===== src/rtl/ddr_wr_serializer_pkg.sv =====
// Shared DDR command FSM state codes and common widths.
// Imported by the write datapath and its DQS generator.
package ddr_wr_serializer_pkg;

   localparam int CMD_STATE_W = 4;

   typedef enum logic [CMD_STATE_W-1:0] {
      c_IDLE                = 4'd0,
      c_ACTIVATE            = 4'd1,
      c_WAIT_TRCD           = 4'd2,
      c_WRITE               = 4'd3,
      c_WAIT_END_OF_W_BURST = 4'd4,
      c_READ                = 4'd5,
      c_WAIT_END_OF_R_BURST = 4'd6,
      c_PRECHARGE           = 4'd7,
      c_REFRESH             = 4'd8
   } cmd_state_e;

endpackage


===== src/rtl/ddr_wr_serializer_dqs_gen.sv =====
// DQS strobe generator: negedge resample of the last-stage valid,
// strobe toggling, and output enable with one-period pre/postamble.
// Ports: clk_2x, rst (async, active-low), pre_vld (stage WR_LAT-1 valid),
//        last_vld (last-stage valid), ddr_dqs_w, ddr_dqs_oe.
module ddr_dqs_gen
   import ddr_wr_serializer_pkg::*;
#(
   parameter int DQS_W = 1
) (
   input  logic             clk_2x,
   input  logic             rst,
   input  logic             pre_vld,
   input  logic             last_vld,
   output logic [DQS_W-1:0] ddr_dqs_w,
   output logic             ddr_dqs_oe
);

   logic dv;
   logic tog;
   logic oe;

   // Strobe edges land mid-beat because everything here runs on negedge.
   // oe covers: next beat coming (preamble), current beat, and one
   // period after the last beat (dv still holds the previous sample).
   always_ff @(negedge clk_2x or negedge rst) begin
      if (!rst) begin
         dv  <= 1'b0;
         tog <= 1'b0;
         oe  <= 1'b0;
      end else begin
         dv  <= last_vld;
         tog <= last_vld ? ~tog : 1'b0;
         oe  <= pre_vld | last_vld | dv;
      end
   end

   assign ddr_dqs_w  = {DQS_W{tog}};
   assign ddr_dqs_oe = oe;

endmodule


===== src/rtl/ddr_wr_serializer.sv =====
// DDR write datapath: splits each 2*DQ_W word into two beats (high first),
// delays them WR_LAT clk_2x stages, counts burst beats, drives DQ/DM/DQS.
// Ports: clk_2x, rst (async, active-low), wren, cmd_state, sys_data_w,
//        sys_dm_w, wr_word_ack, burst_done, ddr_dq_w, ddr_dm_w, ddr_dqs_w,
//        ddr_dq_oe, ddr_dqs_oe.
module ddr_wr_serializer
   import ddr_wr_serializer_pkg::*;
#(
   parameter int         DQ_W         = 8,
   parameter int         DQS_W        = DQ_W / 8,
   parameter int         BURST_LEN    = 4,
   parameter int         WR_LAT       = 3,
   parameter cmd_state_e CMD_WR_STATE = c_WAIT_END_OF_W_BURST,
   localparam int        DM_W         = DQ_W / 8
) (
   input  logic                   clk_2x,
   input  logic                   rst,
   input  logic                   wren,
   input  logic [CMD_STATE_W-1:0] cmd_state,
   input  logic [2*DQ_W-1:0]      sys_data_w,
   input  logic [2*DM_W-1:0]      sys_dm_w,
   output logic                   wr_word_ack,
   output logic                   burst_done,
   output logic [DQ_W-1:0]        ddr_dq_w,
   output logic [DM_W-1:0]        ddr_dm_w,
   output logic [DQS_W-1:0]       ddr_dqs_w,
   output logic                   ddr_dq_oe,
   output logic                   ddr_dqs_oe
);

   localparam int CNT_W = $clog2(BURST_LEN);
   localparam logic [CNT_W-1:0] LAST_BEAT = CNT_W'(BURST_LEN - 1);

   logic              accept;
   logic              phase;
   logic [DQ_W-1:0]   beat_dq;
   logic [DM_W-1:0]   beat_dm;
   logic [DQ_W-1:0]   dq_pipe [WR_LAT];
   logic [DM_W-1:0]   dm_pipe [WR_LAT];
   logic [WR_LAT-1:0] vld_pipe;
   logic [CNT_W-1:0]  beat_cnt;
   logic              bd_q;

   assign accept      = wren && (cmd_state == CMD_WR_STATE);
   assign wr_word_ack = accept && phase;

   // phase=0 selects the high half; any refused cycle realigns to it.
   assign beat_dq = phase ? sys_data_w[DQ_W-1:0]
                          : sys_data_w[2*DQ_W-1:DQ_W];
   assign beat_dm = phase ? sys_dm_w[DM_W-1:0]
                          : sys_dm_w[2*DM_W-1:DM_W];

   always_ff @(posedge clk_2x or negedge rst) begin
      if (!rst) begin
         phase    <= 1'b0;
         vld_pipe <= '0;
         beat_cnt <= '0;
         bd_q     <= 1'b0;
         for (int i = 0; i < WR_LAT; i++) begin
            dq_pipe[i] <= '0;
            dm_pipe[i] <= '0;
         end
      end else begin
         phase    <= accept && !phase;
         vld_pipe <= {vld_pipe[WR_LAT-2:0], accept};
         if (accept) begin
            dq_pipe[0] <= beat_dq;
            dm_pipe[0] <= beat_dm;
         end
         for (int i = 1; i < WR_LAT; i++) begin
            dq_pipe[i] <= dq_pipe[i-1];
            dm_pipe[i] <= dm_pipe[i-1];
         end
         // A refused cycle abandons any partial burst.
         if (!accept) begin
            beat_cnt <= '0;
         end else if (beat_cnt == LAST_BEAT) begin
            beat_cnt <= '0;
         end else begin
            beat_cnt <= beat_cnt + CNT_W'(1);
         end
         bd_q <= accept && (beat_cnt == LAST_BEAT);
      end
   end

   assign burst_done = bd_q;
   assign ddr_dq_w   = dq_pipe[WR_LAT-1];
   assign ddr_dm_w   = dm_pipe[WR_LAT-1];
   assign ddr_dq_oe  = vld_pipe[WR_LAT-1];

   ddr_dqs_gen #(
      .DQS_W (DQS_W)
   ) u_dqs_gen (
      .clk_2x     (clk_2x),
      .rst        (rst),
      .pre_vld    (vld_pipe[WR_LAT-2]),
      .last_vld   (vld_pipe[WR_LAT-1]),
      .ddr_dqs_w  (ddr_dqs_w),
      .ddr_dqs_oe (ddr_dqs_oe)
   );

endmodule


===== config.mk =====
export PLATFORM = sky130hd
export DESIGN_NAME = ddr_wr_serializer
export DESIGN_NICKNAME = d
export VERILOG_FILES = /design/src/rtl/ddr_wr_serializer_pkg.sv /design/src/rtl/ddr_wr_serializer_dqs_gen.sv /design/src/rtl/ddr_wr_serializer.sv
export SDC_FILE = /design/constraint.sdc
export NUM_CORES = 1
export LEC_CHECK = 0
export BUFFER_PORTS_ARGS = -buffer_cell sky130_fd_sc_hd__buf_2
export CELL_PAD_IN_SITES_DETAIL_PLACEMENT = 0
export CELL_PAD_IN_SITES_GLOBAL_PLACEMENT = 1
export CORE_ASPECT_RATIO = 1.2
export CORE_MARGIN = 3
export CORE_UTILIZATION = 43
export DETAILED_ROUTE_END_ITERATION = 8
export HOLD_SLACK_MARGIN = 0.12
export PLACE_DENSITY_LB_ADDON = 0.1
export REMOVE_ABC_BUFFERS = 1
export SLEW_MARGIN = 20
export SYNTH_ARGS = -nofsm -noshare
export SYNTH_HDL_FRONTEND = slang
export SYNTH_HIERARCHICAL = 1
export SYNTH_SLANG_ARGS = --single-unit

===== constraint.sdc =====
create_clock -name clk_2x -period 3.1 [get_ports clk_2x]
set_input_delay 0.465 -clock clk_2x [delete_from_list [all_inputs] [get_ports clk_2x]]
set_output_delay 0.465 -clock clk_2x [all_outputs]
set_load 0.02 [all_outputs]

==> metrics.md <==
| Metric | Value |
|---|---|
| Worst path depth | `1` |
| Worst-Skew Late Latency | `330 ps` |
| Met2 Routed Length | `between 800 and 900 µm` |
| Die X | `~56 µm` |
| Worst-path fanout max | `2` |
| Worst slew pin tran | `around 470 ps` |
| Post-synthesis mux area share | `0.166` |
| Final ANT Viol Nets | `0` |
| Status | `finished clean` |
| Core box area | `about 2900 µm²` |
| Avg WL per Cell | `12.2 µm` |
| FF-to-FF path depth | `1` |
| Clk root buf | `clkbuf_4` |
| Drt first pass iters | `2` |
| Commonest non-fill, non-tap cell in the layout | `buf_2` |
| Synthesized instance count | `76` |
| Drt first-iter violations | `10` |
| Antenna violations before repair | `0` |
| Post-route setup slack | `205 ps` |
| Post-CTS Resized | `0` |
| Gr ovfl total | `0` |
| DRC errors left | `0` |
| Gpl congestion | `between 0.7 and 0.8` |
| Global-route wire length before repair | `around 3.0 mm` |
| Number of max-cap violations | `0` |
| Total GRT Usage | `0.111` |
| Worst path top cell family by delay | `flip-flops` |
| Worst min path class | `reg2reg` |
| Largest net degree at the start of global routing | `21` |
| Total CTS buffers | `5` |
| P per Cell Area | `between 600 and 700 nW/µm²` |
| XOR/XNOR share of the synthesized area | `0` |
| Met1 WL | `between 700 and 800 µm` |
| Die Y | `approximately 67 µm` |
| Synth unique cells | `15` |
| Hpwl dp | `~1.3 mm` |
| Crit-path max cell delay | `just over 400 ps` |
| Largest cells by area after synthesis | `dfrtp_1 (65%), mux2_2 (12%), dfrtn_1 (5.7%), buf_4 (4.6%), mux2_4 (4.6%)` |
| CTS tree | `done` |
| Initial Util | `0.459` |
| Leakage power | `roughly 0.8 nW` |
| Worst vdd ir | `351 µV` |
| Seq cells post-synth | `37` |
| CP startpoint kind | `register` |
| Clock transition at path regs | `100 ps` |
| Routed wl met3 | `around 160 µm` |
| Fin Setup TNS | `0 ps` |
| Worst slack at placement | `between 500 and 600 ps` |
| Vias/cell | `between 4 and 5` |
| Slew Limit Fails | `0` |
| Placement Cell Area | `roughly 1500 µm²` |
| Hold Vio Cnt, Final | `0` |
| Top Metal Used | `met4` |
| Final Power | `about 0.00098 W` |
| DIE AREA | `about 3800 µm²` |
| Final setup viols | `0` |
| Placed cells | `about 140` |
| CP Buf/Inv Count | `1` |
| Main combinational cell family by area after synthesis | `multiplexers` |
| Vias in the first global route | `678` |
| Fin nets | `about 140` |
| Io pins | `39` |
| Slew margin rel. | `0.686` |
| CTS H-tree lvls | `2` |
| Slowest cell on the critical path | `dfrtn_1` |
| Area grow syn2layout | `16.7%` |
| Worst Path Required | `between 2000 and 3000 ps` |
| Worst-case clock buffer depth | `2` |
| Reg-to-reg endpoint | `u_dqs_gen/ddr_dqs_oe` |
| Commonest cells after routing, fill and taps aside | `buf_2 (38), dfrtp_1 (34), mux2_2 (14)` |
| Critical path destination | `ddr_dqs_w` |
| CP Cell Sequence | `buf_2` |
| Mapped Area | `about 1300 µm²` |
| Non-filler cells in the finished layout | `around 150` |
| Design Area, Final | `1530 µm²` |
| Critical Path AT | `around 2400 ps` |
| IO buf count | `38` |
| Origin of the worst setup path | `u_dqs_gen/ddr_dqs_w` |
| Reg2reg setup slack | `640 ps` |
| N_diodes | `0` |
| Sink Count | `37` |
| Top-area cell type share of the netlist area | `0.648` |
| Post-synthesis simple-gate area fraction | `0.0457` |
| RSZ-0062 raised after global routing | `no` |
| Synth Area in Adders | `0.00952` |
| Seq/Total Area, Yosys | `0.705` |
| Area leader, netlist | `dfrtp_1` |
| Compound-Gate Fraction of Synth Area | `0` |
| Layout Skew | `11.4 ps` |
| Syn avg cell area | `approximately 17 µm²` |
| Ys Warns | `6` |
| Via count | `676` |
| Routed WL | `around 1.8 mm` |
| Setup CP Type | `reg2out` |
| Worst setup EP type | `primary output` |
| Std cell rows | `21` |
| R2R Path Start | `vld_pipe[2]` |
| Layout cells sized above 1 | `0.570` |
-- cells in the mapped netlist --
master   instances
nor2b_1          2
and2_1           2
dfrtp_1         34
nor3b_1          1
buf_6            2
buf_4            8
mux2_4           4
ha_1             1
buf_8            1
and2_2           1
or3_1            1
nor2_1           1
and4b_1          1
dfrtn_1          3
mux2_2          14
-- per-layer routing --
layer / global-route usage / up-vias
li1: - / 317
met1: 0.125 / 327
met2: 0.172 / 27
met3: 0.0562 / 5
met4: 0.0534 / 0
met5: 0 / -
-- cell families (layout without fill, tap and decap cells) --
| group | after synthesis | count (layout) |
|---|---|---|
| flops | 37 | 37 |
| mux | 18 | 18 |
| buf+inv | 11 | 49 |
| simple gates | 9 | 9 |
| fa+ha+maj | 1 | 1 |
-- how the worst min path moves through the flow --
stage,startpoint,endpoint,slack (ps),cells past startpoint
final,vld_pipe[0],vld_pipe[1],350,0
after floorplan,rst,beat_cnt[0],170,0
after global placement,vld_pipe[0],vld_pipe[1],330,0
after detailed placement,dm_pipe[1],ddr_dm_w,330,0
after CTS,vld_pipe[0],vld_pipe[1],350,0
after global routing,vld_pipe[0],vld_pipe[1],360,0
-- metrics by stage --
| stage | hold slack (ps) | utilization |
|---|---|---|
| 2_1_floorplan | 169 | - |
| 3_3_place_gp | 332 | 0.511 |
| 3_5_place_dp | 335 | 0.511 |
| 4_1_cts | 348 | 0.535 |
| 5_1_grt | 362 | 0.535 |
| 6_report | 352 | 0.535 |
-- report_power, final --
group / internal (W) / switching [W] / total [W]
combinational: 0.0000657 / 0.0000695 / 0.000135
sequential: 0.000567 / 0.0000278 / 0.000595
clock: 0.000112 / 0.000141 / 0.000253
-- cell type report --
type | count | area, µm²
clock buffer | 8 | 58.8
fill | 251 | 1330
multi-input combinational | 28 | 290
sequential | 37 | 926
tap | 34 | 42.5
timing repair buffer | 41 | 215
-- flip-flops by register name, indices dropped and copies added (netlist names) --
signal	flops
beat_cnt	2
ddr_dm_w	1
u_dqs_gen/dv	1
dq_pipe	16
ddr_dq_w	8
u_dqs_gen/ddr_dqs_w	1
burst_done	1
vld_pipe	3
phase	1
dm_pipe	2
u_dqs_gen/ddr_dqs_oe	1
-- what timing repair did --
action	4_1_cts	5_1_grt
hold buffers	1	0
setup buffers	0	0
hold endpoints to repair	16	0
Power figures use the tool's default switching activity.
